File: src/rtl/counter_pkg.sv
// rtl/counter_pkg.sv - shared mode and direction encodings for the counter slice
package counter_pkg;

    localparam logic [1:0] MODE_HOLD   = 2'b00;
    localparam logic [1:0] MODE_UP     = 2'b01;
    localparam logic [1:0] MODE_DOWN   = 2'b10;
    localparam logic [1:0] MODE_BOUNCE = 2'b11;

    localparam logic DIR_UP   = 1'b0;
    localparam logic DIR_DOWN = 1'b1;

endpackage

File: src/rtl/clk_prescaler.sv
// rtl/clk_prescaler.sv - enable-gated modulo-PRESCALE divider producing a step tick
module clk_prescaler #(
    parameter int PRESCALE = 1
) (
    input  logic clk,
    input  logic rst,
    input  logic en,
    input  logic clr,
    output logic tick
);

    localparam int PW = (PRESCALE > 1) ? $clog2(PRESCALE) : 1;
    localparam logic [PW-1:0] LAST = PW'(PRESCALE - 1);

    logic [PW-1:0] pcount_q;
    logic [PW-1:0] pcount_d;

    // clr blocks the tick so a load never coincides with a step
    assign tick = en && !clr && (pcount_q == LAST);

    always_comb begin
        pcount_d = pcount_q;
        if (clr) begin
            pcount_d = '0;
        end else if (en) begin
            pcount_d = (pcount_q == LAST) ? '0 : pcount_q + 1'b1;
        end
    end

    always_ff @(posedge clk) begin
        if (rst) begin
            pcount_q <= '0;
        end else begin
            pcount_q <= pcount_d;
        end
    end

endmodule

File: src/rtl/param_counter.sv
// rtl/param_counter.sv - modulo counter with hold/up/down/bounce modes, load and tc pulse
module param_counter
    import counter_pkg::*;
#(
    parameter int WIDTH    = 3,
    parameter int MAX_VAL  = 7,
    parameter int PRESCALE = 1
) (
    input  logic             clk,
    input  logic             rst,
    input  logic             en,
    input  logic [1:0]       mode,
    input  logic             load,
    input  logic [WIDTH-1:0] load_val,
    output logic [WIDTH-1:0] out,
    output logic             tc,
    output logic             dir
);

    localparam logic [WIDTH-1:0] MAX = WIDTH'(MAX_VAL);

    logic [WIDTH-1:0] out_q, out_d;
    logic             tc_q, tc_d;
    logic             dir_q, dir_d;
    logic             tick;
    logic             bounce_down;
    logic [WIDTH-1:0] bounce_nxt;

    clk_prescaler #(
        .PRESCALE(PRESCALE)
    ) u_prescaler (
        .clk (clk),
        .rst (rst),
        .en  (en),
        .clr (load),
        .tick(tick)
    );

    // At either end the bounce direction is forced; in between it follows dir_q
    always_comb begin
        bounce_down = dir_q;
        if (out_q == MAX) begin
            bounce_down = DIR_DOWN;
        end else if (out_q == '0) begin
            bounce_down = DIR_UP;
        end
        bounce_nxt = bounce_down ? out_q - 1'b1 : out_q + 1'b1;
    end

    always_comb begin
        out_d = out_q;
        dir_d = dir_q;
        tc_d  = 1'b0;
        if (load) begin
            out_d = (load_val > MAX) ? MAX : load_val;
        end else if (tick) begin
            case (mode)
                MODE_UP: begin
                    dir_d = DIR_UP;
                    if (out_q == MAX) begin
                        out_d = '0;
                        tc_d  = 1'b1;
                    end else begin
                        out_d = out_q + 1'b1;
                    end
                end
                MODE_DOWN: begin
                    dir_d = DIR_DOWN;
                    if (out_q == '0) begin
                        out_d = MAX;
                        tc_d  = 1'b1;
                    end else begin
                        out_d = out_q - 1'b1;
                    end
                end
                MODE_BOUNCE: begin
                    out_d = bounce_nxt;
                    if (bounce_nxt == MAX) begin
                        dir_d = DIR_DOWN;
                        tc_d  = 1'b1;
                    end else if (bounce_nxt == '0) begin
                        dir_d = DIR_UP;
                        tc_d  = 1'b1;
                    end
                end
                default: begin
                    out_d = out_q;
                end
            endcase
        end
    end

    always_ff @(posedge clk) begin
        if (rst) begin
            out_q <= '0;
            tc_q  <= 1'b0;
            dir_q <= DIR_UP;
        end else begin
            out_q <= out_d;
            tc_q  <= tc_d;
            dir_q <= dir_d;
        end
    end

    assign out = out_q;
    assign tc  = tc_q;
    assign dir = dir_q;

endmodule

File: config.mk
export PLATFORM = sky130hd
export DESIGN_NAME = param_counter
export DESIGN_NICKNAME = d
export VERILOG_FILES = /design/src/rtl/counter_pkg.sv /design/src/rtl/clk_prescaler.sv /design/src/rtl/param_counter.sv
export SDC_FILE = /design/constraint.sdc
export NUM_CORES = 1
export LEC_CHECK = 0
export CAP_MARGIN = 20
export CELL_PAD_IN_SITES_DETAIL_PLACEMENT = 1
export CELL_PAD_IN_SITES_GLOBAL_PLACEMENT = 2
export CORE_MARGIN = 2
export CORE_UTILIZATION = 26
export DETAILED_ROUTE_END_ITERATION = 12
export PLACE_DENSITY_LB_ADDON = 0.08
export SETUP_SLACK_MARGIN = 0.15
export SLEW_MARGIN = 10
export SYNTH_ARGS = -nofsm -noshare
export SYNTH_HDL_FRONTEND = slang
export SYNTH_SLANG_ARGS = --single-unit
File: constraint.sdc
create_clock -name clk -period 5.7 [get_ports clk]
set_input_delay 1.14 -clock clk [delete_from_list [all_inputs] [get_ports clk]]
set_output_delay 1.14 -clock clk [all_outputs]
set_load 0.02 [all_outputs]
-- Word level (Yosys, flattened, before mapping)
Cells that the tools add are included.
- flip-flop bits (word level): 6
- input bits: 9
- output and inout bits: 5
- logic and storage cells: 47
- add/sub/neg operators: 3
- order comparisons: 1
- equality and inequality tests: 6
- mux-type cells: 18
- bitwise operators: 3
- reduce and logical (&&, ||, !) cells: 12
- operators with widths (operator ; count):
    3-bit 2-to-1 mux ; 6
    1-bit 2-to-1 mux ; 9
    3-bit case mux with 3 select lines ; 1
    3-bit == test (second input constant) ; 2
    3-bit zero test ; 2
    1-bit case mux with 3 select lines ; 2
    2-bit == test (second input constant) ; 2
    4-bit AND reduction ; 1
    4-bit nonzero test ; 1
    3-bit by 1-bit adder with 3-bit output (second input constant) ; 1
    3-bit greater-than comparator (second input constant) ; 1
    3-bit != test (second input constant) ; 1
    1-bit NOT ; 3
    3-bit nonzero test ; 1
    3-bit OR reduction ; 1
    3-bit by 1-bit subtractor with 3-bit output (second input constant) ; 1
    2-bit by 1-bit == test with 1-bit output (second input constant) ; 1
    1-bit logical AND ; 2
    2-bit AND reduction ; 1
    2-bit nonzero test ; 1
    2-bit OR reduction ; 1
    1-bit adder (second input constant) ; 1
    1-bit zero test ; 1

-- Depth between registers and ports, before layout
Gate-level depths: netlist of the first run.
- word-level depth: 8
- depth in mapped cells: 7

-- Cells and area by module
A second synthesis of the first run with hierarchy kept.
- cell total of the unflattened synthesis: 62
- area total of the unflattened synthesis: 462.9 sq um
- modules (own cells, without submodules) (module ; instances ; cells an instance ; area an instance (sq um) ; sequential area each (sq um)):
    param_counter ; 1 ; 61 ; 449.2 ; 100.1
    clk_prescaler ; 1 ; 1 ; 13.8 ; 0.0

-- Least setup slack after synthesis of the first run
No wires, ideal clock.
- path type: input-to-reg
- start: input port en
- end: register dir_q, in the netlist dir
- setup time: 0.122 ns
- arrival: 2.023 ns
- slack: 3.555 ns
- cell stages on the path: 4
- path buffers: 0
- path through: nor2b_1 -> a31o_2 -> a31oi_1 -> o311a_1
- longest elaborated chain between the ends: 3
- RTL lines (element ; RTL line ; RTL):
    start: declaration ; param_counter.sv:11 ; input logic en,
    1-bit logical AND (2 in a row) ; clk_prescaler.sv:19 ; assign tick = en && !clr && (pcount_q == LAST);
    4-bit AND reduction (no source line) ; -- ;
    end signal: assignment ; param_counter.sv:101 ; dir_q <= dir_d;
    end: declaration ; param_counter.sv:24 ; logic dir_q, dir_d;
No other way between the ends.
A chain may end at the register's enable or synchronous reset.

-- Worst setup path in the final report of the first run
- start: input port load
- end: register dir_q, in the netlist dir
- longest elaborated chain between the ends: 4
- elaborated cells on any way between the ends: 5
- those cells by class: 1 x bitwise; 4 x reduce/logical
- RTL lines (element ; RTL line ; RTL):
    start: declaration ; param_counter.sv:13 ; input logic load,
    1-bit zero test ; clk_prescaler.sv:19 ;
    1-bit logical AND (2 in a row) ; clk_prescaler.sv:19 ;
    4-bit AND reduction (no source line) * ; -- ;
Every way passes the cells marked *; elsewhere a longest branch is shown, timed or not.

==> flow_metrics.py, run 1 <==
metrics = {
    "detailed_routing": {
        "drtIter0Drc": 5,
        "ant_nets": 0,
        "num_vias": 552,
        "post_drt_wl_per_cell_um": 13.6,
        "firstDrtPassIters": 3,
        "finalWirelength_mm": 1.47,
        "via_per_inst": 5.11,
        "drc": 0,
    },
    "floorplanning": {
        "std_cell_rows": 15,
        "io_pins": 14,
        "dieHeight_um": 47.8,
        "start_util": 0.282,
        "die_w_um": 47.8,
        "dieArea_um2": 2280,
        "coreArea_um2": 1760,
    },
    "synth": {
        "yosysUniqueCellTypes": 30,
        "synth.top_cells.by_area": "dfxtp_1 20%, ha_1 10%, nand2_1 6.8%, nor2_1 5.3%, o21ai_0 5.0%",
        "synth_top_cell_area_share": 0.201,
        "synth_fp_nets": 80,
        "yosysTopAreaCell": "dfxtp_1",
        "synth-edff-count": 0,
        "seq_area_frac_synth": 0.201,
        "ys_async_sr_fraction": 0,
        "ys_seq_elements": 5,
        "synthFlopType": "dfxtp_1",
        "yosysWarningCount": 0,
        "avgSynthCellArea_um2": 7.43,
        "synth_area_um2": 498,
        "synthCells": 67,
    },
    "cells_and_area": {
        "drive_gt1_frac": 0.0964,
        "final_nets": 97,
        "areaGrowthSynthToFinish_pct": 36.9,
        "n_fill_cell": 241,
        "diodes": 0,
    },
    "timing": {
        "worst_pin_slew_ns": 0.479,
        "fin_setup_tns_ns": 0,
        "fin_crit_ns": 2.58,
        "setup_slack_ns": 3.12,
        "slew_viol_final": 0,
        "hold_viol": 0,
        "rsz0062_at_grt": "no",
        "finalCritPeriodShare": 0.452,
        "skew_ns": 0.000831,
        "slew_headroom": 0.680,
        "final-setup-viol-count": 0,
        "fmaxAchievable_mhz": 388,
    },
    "power": {
        "leakage_nw": 0.255,
        "power_density_nw_per_um2": 193,
        "max-vdd-ir-drop_mv": 0.0827,
        "power.switching_w": 0.0000462,
        "combPwrFrac": 0.356,
        "seqPwrFrac": 0.306,
        "pwr-share-clk": 0.338,
        "switching_share": 0.350,
        "internal-power_w": 0.0000856,
    },
    "cts": {
        "cts_buffer_depth": 2,
        "cts_root_buf": "clkbuf_4",
        "post_cts_resized": 0,
        "clk_pin_slew_ns": 0.05,
        "cts_buffers": 3,
        "ctsHoldBuffers": 0,
        "cts_tree": "built",
        "clk_latency_ns": 0.25,
        "cts_sinks": 5,
        "cts_htree_levels": 1,
        "post_cts_buffers": 0,
    },
    "grt": {
        "antenna_found_initial": 0,
        "overflow": 0,
        "grt_pass1_wl_mm": 2.44,
        "first_global_vias": 541,
        "grt_use_total": 0.161,
        "grt_start_max_net_pins": 12,
    },
    "placement": {
        "portBuffers": 13,
        "gp_congestion": 0.810,
        "pre_cts_ws_ns": 2.88,
        "dp_hpwl_mm": 1.17,
    },
    "worst_setup_path": {
        "cp_cell_sequence": "clkdlybuf4s50_1 -> nor2b_1 -> a31o_2 -> a31oi_1 -> o311a_1",
        "r2r_cells": 7,
        "end_kind": "register",
        "arrival_ns": 2.71,
        "worstPathMaxFanout": 7,
        "worstPathRequired_ns": 5.84,
        "critical-path-max-stage-delay_ns": 0.48,
        "slowest_stage": "clkdlybuf4s50_1",
        "start_kind": "input port",
        "path_class": "input port to register",
    },
    "worst_hold_path": {
        "holdPathStages": 2,
        "min_path_type": "register to register",
    },
    "job": {
        "cap_violations": 0,
    },
    "outcome": {
        "status": "complete, no violations",
    },
}
-- metrics by stage --
step	power [W]	cells	instance area, um^2	hold WS [ns]	utilization
3_5_place_dp	0.0000883	104	656	0.636	0.372
4_1_cts	0.000133	108	682	0.651	0.387
2_1_floorplan	0.0000701	67	498	0.675	-
6_report	0.000132	108	682	0.646	0.387
5_1_grt	0.000141	108	682	0.671	0.387
3_3_place_gp	0.0000883	104	656	0.629	0.372
-- placed cells by master, fill, tap and decap left out, types with 2 or more instances in the layout --
cell type / n
a21oi_1: 4
dfxtp_1: 5
clkbuf_4: 3
nor2_1: 7
inv_1: 6
a211oi_1: 2
nand2_1: 9
o21ai_0: 5
clkdlybuf4s50_1: 13
o22ai_1: 2
ha_1: 4
nor2b_1: 3
-- worst max-delay path, delay by kind of cell --
family | cells | cell delay [ns]
buf+inv | 1 | 0.48
simple gates | 1 | 0.43
compound gates | 3 | 0.66
-- power groups by stage --
stage / registers [W] / clock network, W / logic, W
final: 0.0000404 / 0.0000445 / 0.0000469
after global routing: 0.0000409 / 0.0000479 / 0.0000517
after CTS: 0.0000405 / 0.0000455 / 0.0000474
after detailed placement: 0.0000412 / 0 / 0.0000470
after global placement: 0.0000412 / 0 / 0.0000471
after floorplan: 0.0000428 / 0 / 0.0000273
-- state kept, by name, summed over array words and instances (netlist names) --
register	count
out	3
dir	1
tc	1
-- Yosys cell counts, types with 2 or more instances --
master	count
dfxtp_1	5
nor2_1	7
nand2_1	9
ha_1	4
nor2b_1	3
o22ai_1	2
inv_1	6
a21oi_1	4
o21ai_0	5
a211oi_1	2
-- worst paths after layout --
path / from / endpoint / slack, ns
min: out[1] / out[1] / 0.65
min reg2reg: out[1] / out[1] / 0.65
max reg2reg: out[0] / dir / 3.53
max: load / dir / 3.12
-- kinds of logic (layout without fill, tap and decap cells) --
group,Yosys count,after routing,synth area share
AO/OA/AOI/OAI,27,27,0.420
XOR/XNOR,1,1,0.0176
flip-flops,5,5,0.201
AND/OR/NAND/NOR,23,23,0.209
buffers and inverters,7,23,0.0528
adder cells (fa/ha/maj),4,4,0.101
-- routing by layer --
layer  up-vias  track usage  routed length [um]
li1        281            -                   -
met1       256        0.207                 719
met2        10        0.245                 659
met3         5       0.0226                  35
met4         0        0.114                  55
met5         -            0                   0
-- area by class of cell --
type,count,area [um^2],area share
Timing Repair Buffer,13,130,0.191
Clock buffer,4,26.3,0.0385
Inverter,6,22.5,0.0330
Multi-Input combinational cell,55,372,0.545
Sequential cell,5,100,0.147
Tap cell,25,31.3,0.0459
(Power assumes the default switching activity.)
==> inputs of run 2 (changes only) <==
Settings changed: CORE_UTILIZATION 26 to 24.
Clock period 5.7 ns to 2.65 ns, I/O delays scaled along.
==> flow_metrics.py, run 2 (same netlist as run 1, synthesis figures left out) <==
metrics = {
    "outcome": {
        "status": "complete, no violations",
    },
    "detailed_routing": {
        "via_per_inst": 5.21,
        "finalWirelength_mm": 1.55,
        "firstDrtPassIters": 4,
        "drc": 0,
        "drtIter0Drc": 4,
        "post_drt_wl_per_cell_um": 14.1,
        "ant_nets": 0,
        "num_vias": 573,
    },
    "worst_setup_path": {
        "cp_cell_sequence": "inv_1 -> ha_1 -> nor2b_2 -> o21ba_4 -> a221oi_2 -> a31oi_1 -> o311a_1",
        "critical-path-max-stage-delay_ns": 0.45,
        "crit_family": "compound AO/OA/AOI/OAI gates",
        "rr_startpoint": "out[0]",
        "worstPathMaxFanout": 7,
        "arrival_ns": 2.28,
        "slowest_stage": "dfxtp_1",
        "regToRegSetupSlack_ns": 0.51,
        "end_kind": "register",
        "critPathCapture": "dir",
        "cp.depth": 7,
        "start_kind": "register",
        "crit_buf_inv": 1,
        "r2r-end": "dir",
        "r2r_cells": 7,
        "startpoint": "out[0]",
        "path_class": "register to register",
        "worstPathRequired_ns": 2.79,
    },
    "power": {
        "power_density_nw_per_um2": 420,
        "power.switching_w": 0.000103,
        "seqPwrFrac": 0.302,
        "combPwrFrac": 0.354,
        "max-vdd-ir-drop_mv": 0.126,
        "internal-power_w": 0.000184,
        "switching_share": 0.359,
        "leakage_nw": 0.255,
        "pwr-share-clk": 0.344,
    },
    "grt": {
        "grt_use_total": 0.149,
        "antenna_found_initial": 0,
        "grt_pass1_wl_mm": 2.72,
        "overflow": 0,
        "grt_start_max_net_pins": 12,
        "first_global_vias": 560,
    },
    "timing": {
        "finalCritPeriodShare": 0.808,
        "slew_headroom": 0.663,
        "fmaxAchievable_mhz": 467,
        "skew_ns": 0.00925,
        "rsz0062_at_grt": "no",
        "worst_pin_slew_ns": 0.505,
        "slew_viol_final": 0,
        "fin_crit_ns": 2.14,
        "final-setup-viol-count": 0,
        "fin_setup_tns_ns": 0,
        "hold_viol": 0,
    },
    "floorplanning": {
        "start_util": 0.254,
        "io_pins": 14,
        "die_w_um": 49.6,
        "coreArea_um2": 1960,
        "std_cell_rows": 16,
        "dieArea_um2": 2460,
        "dieHeight_um": 49.6,
    },
    "placement": {
        "dp_hpwl_mm": 1.22,
        "dp.cells": 106,
        "portBuffers": 13,
        "gp_congestion": 0.746,
    },
    "cells_and_area": {
        "fin_cells": 110,
        "seq_area_um2": 100,
        "drive_gt1_frac": 0.0964,
        "mostFrequentLayoutCell": "clkdlybuf4s50_1",
        "areaGrowthSynthToFinish_pct": 37.4,
        "final_nets": 97,
        "n_fill_cell": 267,
        "multi_input_comb_area_um2": 372,
        "diodes": 0,
        "most-common-layout-cells": "13 x clkdlybuf4s50_1, 9 x nand2_1, 7 x nor2_1",
        "largest_reg_flops": 3,
    },
    "cts": {
        "cts_sinks": 5,
        "cts_tree": "built",
        "cts_htree_levels": 1,
        "cts_buffers": 3,
        "post_cts_resized": 0,
        "post_cts_buffers": 0,
        "cts_root_buf": "clkbuf_4",
        "clk_latency_ns": 0.26,
        "ctsHoldBuffers": 0,
        "clk_pin_slew_ns": 0.05,
        "cts_buffer_depth": 2,
    },
    "worst_hold_path": {
        "min_path_type": "register to register",
    },
    "job": {
        "cap_violations": 0,
    },
}
run 2: cell counts in the layout (fill, tap and decap cells not counted):
Identical to the previous run, type by type.
run 2: metrics by stage:
step / total power, W / utilization / setup slack, ns / hold slack (ns) / area (um^2)
after floorplan: 0.000151 / - / 0.576 / 0.599 / 498
after global placement: 0.000190 / 0.335 / 0.361 / 0.655 / 658
after detailed placement: 0.000190 / 0.335 / 0.406 / 0.653 / 658
after CTS: 0.000290 / 0.349 / 0.522 / 0.656 / 684
after global routing: 0.000311 / 0.349 / 0.362 / 0.737 / 684
final: 0.000287 / 0.349 / 0.508 / 0.649 / 684
run 2: area by class of cell:
class / count / area share
Multi-Input combinational cell: 55 / 0.543
Inverter: 6 / 0.0329
Tap cell: 27 / 0.0494
Sequential cell: 5 / 0.146
Timing Repair Buffer: 13 / 0.190
Clock buffer: 4 / 0.0384
run 2: power groups by stage:
| stage | logic, W | registers [W] | clock network [W] |
|---|---|---|---|
| finish | 0.000102 | 0.0000868 | 0.0000990 |
| floorplan | 0.0000587 | 0.0000920 | 0 |
| global placement | 0.000102 | 0.0000883 | 0 |
| global route | 0.000113 | 0.0000881 | 0.000110 |
| detailed placement | 0.000101 | 0.0000885 | 0 |
| CTS | 0.000102 | 0.0000869 | 0.000101 |
run 2: worst min path at each step:
stage | startpoint | endpoint | slack, ns | depth (start not counted)
floorplan | rst | out[0] | 0.60 | 1
global placement | out[1] | out[1] | 0.66 | 2
detailed placement | out[1] | out[1] | 0.65 | 2
CTS | out[1] | out[1] | 0.66 | 2
global route | out[1] | out[1] | 0.74 | 2
finish | out[1] | out[1] | 0.65 | 2
run 2: layer usage:
layer | up-vias | global-route usage | share of wire
met2 | 10 | 0.222 | 0.47
met4 | 0 | 0.111 | 0.034
met1 | 274 | 0.195 | 0.48
li1 | 284 | - | -
met3 | 5 | 0.0182 | 0.019
met5 | - | 0 | 0
run 2: tightest hold or removal path, stage by stage (launching register included):
cell and delay [ns]:
dfxtp_1 0.34, o211ai_1 0.19, o22ai_1 0.07
==> inputs of run 3 (changes only) <==
Settings changed: CORE_UTILIZATION 24 to 22.
Clock period 2.65 ns to 1.9 ns, I/O delays scaled along.
==> flow_metrics.py, run 3 (same netlist as run 1, synthesis figures left out) <==
metrics = {
    "outcome": {
        "status": "complete, no violations",
    },
    "detailed_routing": {
        "firstDrtPassIters": 4,
        "finalWirelength_mm": 1.72,
        "post_drt_wl_per_cell_um": 14.0,
        "ant_nets": 0,
        "drc": 0,
        "drtIter0Drc": 8,
        "num_vias": 595,
        "via_per_inst": 4.84,
    },
    "grt": {
        "grt_pass1_wl_mm": 2.88,
        "first_global_vias": 631,
        "grt_start_max_net_pins": 12,
        "antenna_found_initial": 0,
        "overflow": 0,
        "grt_use_total": 0.149,
    },
    "timing": {
        "slew_viol_final": 0,
        "fmaxAchievable_mhz": 573,
        "hold_viol": 0,
        "slew_headroom": 0.762,
        "final-setup-viol-count": 0,
        "worst_pin_slew_ns": 0.356,
        "rsz0062_at_grt": "yes",
        "skew_ns": 0.000358,
        "finalCritPeriodShare": 0.919,
        "fin_setup_tns_ns": 0,
        "fin_crit_ns": 1.75,
    },
    "worst_setup_path": {
        "worstPathRequired_ns": 2.03,
        "start_kind": "register",
        "crit_buf_inv": 1,
        "cp_cell_sequence": "inv_4 -> ha_4 -> nor2b_4 -> o21ba_4 -> a221oi_4 -> a31oi_1 -> o311a_1",
        "regToRegSetupSlack_ns": 0.15,
        "critical-path-max-stage-delay_ns": 0.38,
        "slowest_stage": "dfxtp_4",
        "worstPathMaxFanout": 4,
        "end_kind": "register",
        "arrival_ns": 1.87,
        "path_class": "register to register",
        "crit_family": "compound AO/OA/AOI/OAI gates",
    },
    "cts": {
        "clk_latency_ns": 0.24,
        "cts_buffer_depth": 2,
        "cts_root_buf": "clkbuf_4",
        "clk_pin_slew_ns": 0.05,
        "ctsHoldBuffers": 0,
        "cts_tree": "built",
        "cts_htree_levels": 1,
        "cts_buffers": 3,
        "cts_sinks": 5,
    },
    "job": {
        "cap_violations": 0,
    },
    "floorplanning": {
        "start_util": 0.230,
        "io_pins": 14,
        "die_w_um": 51.6,
        "dieHeight_um": 51.6,
        "coreArea_um2": 2170,
        "std_cell_rows": 17,
        "dieArea_um2": 2660,
    },
    "cells_and_area": {
        "drive_gt1_frac": 0.368,
        "largest_reg_flops": 3,
        "diodes": 0,
        "most-common-layout-cells": "12 x buf_4, 11 x clkdlybuf4s50_1, 8 x nand2_1",
        "final_util": 0.409,
        "final_nets": 109,
        "mostFrequentLayoutCell": "buf_4",
        "areaGrowthSynthToFinish_pct": 78.4,
    },
    "worst_hold_path": {
        "min_path_type": "register to register",
    },
    "placement": {
        "dp_hpwl_mm": 1.33,
        "gp_congestion": 0.755,
        "portBuffers": 13,
    },
    "power": {
        "leakage_nw": 0.376,
        "max-vdd-ir-drop_mv": 0.230,
        "power_density_nw_per_um2": 519,
    },
}
==> run 3: cell types whose count changed in the layout (fill, tap and decap cells not counted), sizes merged <==
| cell | previous run | this run |
|---|---|---|
| dlymetal6s2s | 0 | 2 |
| clkdlybuf4s50 | 13 | 11 |
| buf | 0 | 12 |
==> run 3: area by class of cell <==
cell class,instances,area (um^2)
sequential,5,109
multi-input combinational,55,465
tap,28,35.0
clock buffer,4,26.3
fill,272,1280
inverter,6,27.5
timing repair buffer,25,225
==> run 3: final timing paths <==
check	startpoint	cells after the start	end
max	out[0]	7	dir
min	out[1]	2	out[1]
max reg2reg	out[0]	7	dir
min reg2reg	out[1]	2	out[1]
==> run 3: through the flow <==
stage          area, um^2  worst slack [ns]  cells  power [W]  hold slack [ns]
2_1_floorplan         527             0.154     67   0.000221            0.439
3_3_place_gp          726            0.0246    112   0.000287            0.597
3_5_place_dp          726           -0.0259    112   0.000289            0.581
4_1_cts               797             0.142    117   0.000443            0.609
5_1_grt               888            0.0843    123   0.000500            0.672
6_report              888             0.154    123   0.000461            0.624
==> run 3: worst min-delay path, delay by kind of cell, from the launching register on <==
| family | cells | cell delay, ns |
|---|---|---|
| AOI/OAI and AO/OA | 2 | 0.20 |
| DFF | 1 | 0.38 |
==> run 3: metal layers <==
metal | wire length [um] | share of wire | vias to the layer above | GRT usage
li1 | - | - | 309 | -
met1 | 841 | 0.49 | 279 | 0.194
met2 | 840 | 0.49 | 7 | 0.233
met3 | 34 | 0.020 | 0 | 0.0345
met4 | 0 | 0 | 0 | 0.0658
met5 | 0 | 0 | - | 0
==> run 3: power by group <==
| part | leakage (nW) | switching [W] | internal (W) |
|---|---|---|---|
| Combinational | 0.318 | 0.000101 | 0.000112 |
| Clock | 0.0150 | 0.0000468 | 0.0000796 |
| Sequential | 0.0426 | 0.00000956 | 0.000112 |
| Total | 0.376 | 0.000157 | 0.000303 |
==> run 3: repair_timing <==
item,in CTS,in global routing
resized for setup,7,11
cloned,0,0
pin swaps,4,2
buffers inserted,1,6
setup endpoints to repair,2,4
==> edit 1: new RTL, settings of run 2 <==
Add an input register stage for `en`, `mode`, `load` and `load_val`, without a reset; this delays them by one clock.
--- a/src/rtl/param_counter.sv
+++ b/src/rtl/param_counter.sv
@@ -19,6 +19,18 @@
 
     localparam logic [WIDTH-1:0] MAX = WIDTH'(MAX_VAL);
 
+    logic en_q;
+    logic [1:0] mode_q;
+    logic load_q;
+    logic [WIDTH-1:0] load_val_q;
+
+    always_ff @(posedge clk) begin
+        en_q       <= en;
+        mode_q     <= mode;
+        load_q     <= load;
+        load_val_q <= load_val;
+    end
+
     logic [WIDTH-1:0] out_q, out_d;
     logic             tc_q, tc_d;
     logic             dir_q, dir_d;
@@ -31,8 +43,8 @@
     ) u_prescaler (
         .clk (clk),
         .rst (rst),
-        .en  (en),
-        .clr (load),
+        .en  (en_q),
+        .clr (load_q),
         .tick(tick)
     );
 
@@ -51,10 +63,10 @@
         out_d = out_q;
         dir_d = dir_q;
         tc_d  = 1'b0;
-        if (load) begin
-            out_d = (load_val > MAX) ? MAX : load_val;
+        if (load_q) begin
+            out_d = (load_val_q > MAX) ? MAX : load_val_q;
         end else if (tick) begin
-            case (mode)
+            case (mode_q)
                 MODE_UP: begin
                     dir_d = DIR_UP;
                     if (out_q == MAX) begin
Function: changed (a bounded check fails within 4 cycles, from zero or initial values and one cycle with rst high).
==> edit 1 against run 2 <==
  * Wire length grew 8.7%
  * Final cell count grew 12%
  * Largest power group is now registers
  * Power grew 47%
  * Die area grew 31%
  * Highest routed layer unchanged
  * Design area grew 25%
  * First-iteration DRC count grew 100%
  * Setup slack lost 100 ps
  * Sequential cell count grew 7
  * Synthesized cell count grew 16%
  * Synthesized area grew 34%
  * Via count grew 9.1%
==> edit 1: results (changes against run 2) <==
Finish
  – Ant. Diodes: 0 (unchanged)
  – Fillers: 337 (+26%)
  – Nets: 107 (+10%)
  – Layout cells sized above 1: 0.0870 (-0.00943)

Clock network
  – Post-CTS Setup Bufs: 0 (unchanged)
  – CTS Buf Count: 3 (unchanged)
  – Htree depth: 1 (unchanged)
  – Post_cts resized: 0 (unchanged)
  – Worst-Skew Late Latency: 270 ps
  – Clk slew on worst S/H paths: 80 ps (+30 ps)
  – Root Buffer: clkbuf_4
  – CTS max path bufs: 2 (unchanged)

Detailed routing
  – Starting DRT DRC Count: 8 (+4)
  – Pre-Repair DR Iteration Count: 2 (-2)
  – Final WL: 1680 µm (+8.7%)
  – Routed Antenna Nets: 0 (unchanged)
  – Via density: 5.08 (-2.5%)

Power
  – Worst vdd ir: 0.000248 V (+98%)
  – Lkg Pwr: 0.317 nW (+24%)

Worst hold path
  – Worst min path class: reg2reg
  – WHS Path Cells: 2 (unchanged)
  – Hold path startpoint: load_val_q[0]
  – Hold endpoint: out[0]

Yosys
  – Adder-Cell Fraction of Synth Area: 0.0749 (-0.0256)
  – Largest cells by area after synthesis: dfxtp_1 (36%), ha_1 (7.5%), inv_1 (4.5%)
  – Mux share of post-synthesis cell area: 0 (unchanged)
  – Main synth FF type: dfxtp_1
  – FFs w/ async S/R, synth: 0 (unchanged)
  – Synth warnings: 0 (unchanged)
  – Seq/Total Area, Yosys: 0.360 (+0.159)
  – Synthesized net count: 91 (+14%)
  – Compound-Gate Fraction of Synth Area: 0.273 (-0.146)
  – XOR/XNOR share of the synthesized area: 0.0131 (-0.00448)
  – Synth cell count leaders: dfxtp_1 (12), inv_1 (8), nand2_1 (5), nor2_1 (5), o21ai_0 (5)
  – Yosys cell types: 30 (unchanged)

STA
  – Final hold vios: 0 (unchanged)
  – Worst clock skew: 5.92 ps (-3.34 ps)
  – Slew headroom: 0.768 (+0.105)
  – Final hold slack: 446 ps (-203 ps)

GRT
  – Met2 Use GR: 0.198 (-0.0245)
  – Largest net degree at the start of global routing: 11 (-1)
  – Initial antenna violation count: 0 (unchanged)
  – GRT Total Usage: 0.124 (-0.0254)
  – Met1 Use GR: 0.151 (-0.0440)
  – Global-route wire length before repair: 3040 µm (+12%)
  – Vias in the first global route: 684 (+22%)
  – Routing usage on met3: 0.0300 (+0.0118)

Worst setup path
  – Reg2Reg Depth: 8 (+1)
  – R2R Setup Slk: 410 ps (-100 ps)
  – Crit-path max FO: 6 (-1)
  – RR Endpoint: dir
  – Worst EP arrival: 2410 ps (+130 ps)
  – R2R Path Start: out[0]

Status
  – Status: finished clean

Placement
  – Port Buffers: 13 (unchanged)
  – DPL Wire Length: 1310 µm (+7.5%)
  – GPL Wtd Cong: 0.774 (+3.7%)
-- edit 1: layout make-up --
type | instances | share of cell area
well taps | 31 | 0.0453
clock buffers | 3 | 0.0263
flip-flops and latches | 12 | 0.281
repair buffers | 14 | 0.161
inverters | 8 | 0.0351
multi-input cells | 55 | 0.452
-- edit 1: worst max-delay path: stages, from the launching register on --
cell	delay (ps)
dfxtp_1	370
ha_1	230
ha_1	320
or3b_1	380
a21oi_2	190
nor3_2	90
nor4b_4	240
o21ai_1	90
a32o_1	230
-- edit 1: how the worst max path moves through the flow --
stage / start / depth (start not counted) / to
floorplan: out[0] / 8 / dir
global placement: out[0] / 8 / tc
detailed placement: out[0] / 8 / dir
CTS: out[0] / 8 / dir
global route: out[0] / 8 / dir
finish: out[0] / 8 / dir
-- edit 1: power breakdown --
| part | switching [W] | leakage, nW | internal, W |
|---|---|---|---|
| Combinational | 0.0000562 | 0.203 | 0.0000522 |
| Sequential | 0.0000121 | 0.100 | 0.000191 |
| Clock | 0.0000580 | 0.0138 | 0.0000525 |
-- edit 1: metrics by stage --
| step | instance area [µm²] | utilization | power, W | setup slack [ps] | cells |
|---|---|---|---|---|---|
| after floorplan | 668 | - | 0.000276 | 511 | 78 |
| after global placement | 833 | 0.307 | 0.000319 | 399 | 120 |
| after detailed placement | 833 | 0.307 | 0.000316 | 410 | 120 |
| after CTS | 856 | 0.316 | 0.000431 | 397 | 123 |
| after global routing | 856 | 0.316 | 0.000453 | 234 | 123 |
| final | 856 | 0.316 | 0.000422 | 407 | 123 |
-- edit 1: per-layer routing --
metal  vias to the layer above  part of all wire
met4                         0             0.011
met2                         9              0.49
met1                       302              0.47
met3                         2             0.030
li1                        312                 -
met5                         -                 0
==> edit 2: new RTL, config.mk and constraints of run 2 <==
Without the edit above. Change the parameter `WIDTH` from 3 to 6.
--- a/src/rtl/param_counter.sv
+++ b/src/rtl/param_counter.sv
@@ -2,7 +2,7 @@
 module param_counter
     import counter_pkg::*;
 #(
-    parameter int WIDTH    = 3,
+    parameter int WIDTH    = 6,
     parameter int MAX_VAL  = 7,
     parameter int PRESCALE = 1
 ) (
Interface: changed (resized load_val and out); port bits go from 14 to 20. The function was not compared with the original's and may differ.
==> edit 2 against run 2 <==
  * Via count is 94% higher
  * Synthesized area rose by 89%
  * Wire length up 130%
  * Combinational power grew 120%
  * Sequential cell count up 3
  * Setup slack got worse by 160 ps
  * Power increased by 77%
  * Design area is 86% higher
==> edit 2: results (changes against run 2) <==
Status
  – Status: finished clean

STA
  – Worst clock skew: 2.86 ps (-6.39 ps)
  – Final hold vios: 0 (unchanged)
  – Setup TNS: 0 ps (unchanged)
  – Worst Max-Slew Pin Slew: 589 ps (+84.5 ps)

Worst hold path
  – Worst min path class: reg2reg
  – Hold endpoint: out[5]
  – WHS Path Cells: 2 (unchanged)
  – Hold path startpoint: out[5]

Clock network
  – CTS max path bufs: 2 (unchanged)
  – Root Buffer: clkbuf_8
  – Clk slew on worst S/H paths: 40 ps
  – Htree depth: 1 (unchanged)
  – Post_cts resized: 0 (unchanged)
  – Post-CTS Setup Bufs: 0 (unchanged)
  – Worst-Skew Late Latency: 220 ps (-40 ps)
  – CTS Buf Count: 3 (unchanged)

GRT
  – Vias in the first global route: 1088 (+94%)
  – Initial antenna violation count: 0 (unchanged)
  – Global-route wire length before repair: 5700 µm (+110%)
  – GRT Total Usage: 0.171 (+0.0218)
  – Largest net degree at the start of global routing: 15 (+3)

Yosys
  – FFs w/ async S/R, synth: 0 (unchanged)
  – Yosys cell types: 48 (+60%)
  – Largest cells by area after synthesis: dfxtp_1 (17%), o21ai_0 (4.8%), nand2_1 (4.4%)
  – Main synth FF type: dfxtp_1
  – Synthesized net count: 143 (+79%)
  – Seq/Total Area, Yosys: 0.170 (-0.0308)
  – Synth warnings: 0 (unchanged)
  – Synth cell count leaders: nand2_1 (11), o21ai_0 (9), dfxtp_1 (8), a21oi_1 (7), nor2_1 (7)

Worst setup path
  – R2R Setup Slk: 350 ps (-160 ps)
  – Worst EP arrival: 2410 ps (+130 ps)
  – R2R Path Start: out[0]
  – Crit-path max FO: 8 (+1)
  – Reg2Reg Depth: 9 (+2)
  – Crit Path Class: reg2reg
  – RR Endpoint: dir

Detailed routing
  – Pre-Repair DR Iteration Count: 4 (unchanged)
  – Final WL: 3620 µm (+130%)
  – Via density: 5.61 (+7.7%)
  – Starting DRT DRC Count: 45 (+41)

Placement
  – DP Area: 1210 µm² (+84%)
  – GPL Wtd Cong: 0.857 (+15%)
  – DPL Wire Length: 2810 µm (+130%)
  – Port Buffers: 19 (+6)

Finish
  – Layout cells sized above 1: 0.153 (+0.0569)
  – Nets: 166 (+71%)
  – Number of flip-flops in the largest register: 6 (+3)
  – Ant. Diodes: 0 (unchanged)

Power
  – Internal power: 0.000324 W (+76%)
  – Worst vdd ir: 0.000172 V (+37%)
  – Lkg Pwr: 0.424 nW (+66%)
==> edit 2: worst max path at each step <==
stage / end
after floorplan: dir
after global placement: dir
after detailed placement: dir
after CTS: dir
after global routing: dir
final: dir
==> edit 2: per-layer routing <==
layer  up-vias  GRT usage  part of all wire
li1        538          -                 -
met1       550      0.230              0.47
met2        23      0.290              0.51
met3         0     0.0355             0.022
met4         0     0.0153                 0
met5         -          0                 0
==> edit 2: through the flow <==
step | instances | utilization | hold WS (ps) | setup WS [ps]
6_report | 198 | 0.342 | 619 | 351
5_1_grt | 198 | 0.342 | 647 | 189
4_1_cts | 198 | 0.337 | 604 | 183
3_5_place_dp | 195 | 0.326 | 594 | 193
3_3_place_gp | 195 | 0.326 | 596 | 260
2_1_floorplan | 129 | - | 602 | 395
==> edit 2: worst max-delay path, stage by stage, from the launching register on <==
cell and delay, ps:
dfxtp_1 320, inv_1 80, ha_1 330, nor2b_4 270
a31oi_1 180, a221oi_2 350, a31oi_1 100, a211oi_2 270
o21ai_1 90, a32o_1 210
==> edit 2: cell type report <==
cell class,count,area [µm²]
fill,470,2440
sequential,8,160
clock buffer,3,41.3
tap,48,60.1
multi-input combinational,108,746
inverter,4,15.0
timing repair buffer,27,250
==> edit 2: power groups by stage <==
stage               registers [W]  clock network, W  logic [W]
CTS                      0.000140          0.000146   0.000214
finish                   0.000141          0.000143   0.000223
detailed placement       0.000142                 0   0.000213
global route             0.000143          0.000157   0.000241
global placement         0.000142                 0   0.000215
floorplan                0.000145                 0   0.000131
==> edit 2: cell families after synthesis <==
group / share of synthesized area
AOI/OAI and AO/OA: 0.387
xor gates and xnor gates: 0.0559
adders and majority gates: 0.0266
buffers and inverters: 0.0585
DFF: 0.170
and+or+nand+nor: 0.302
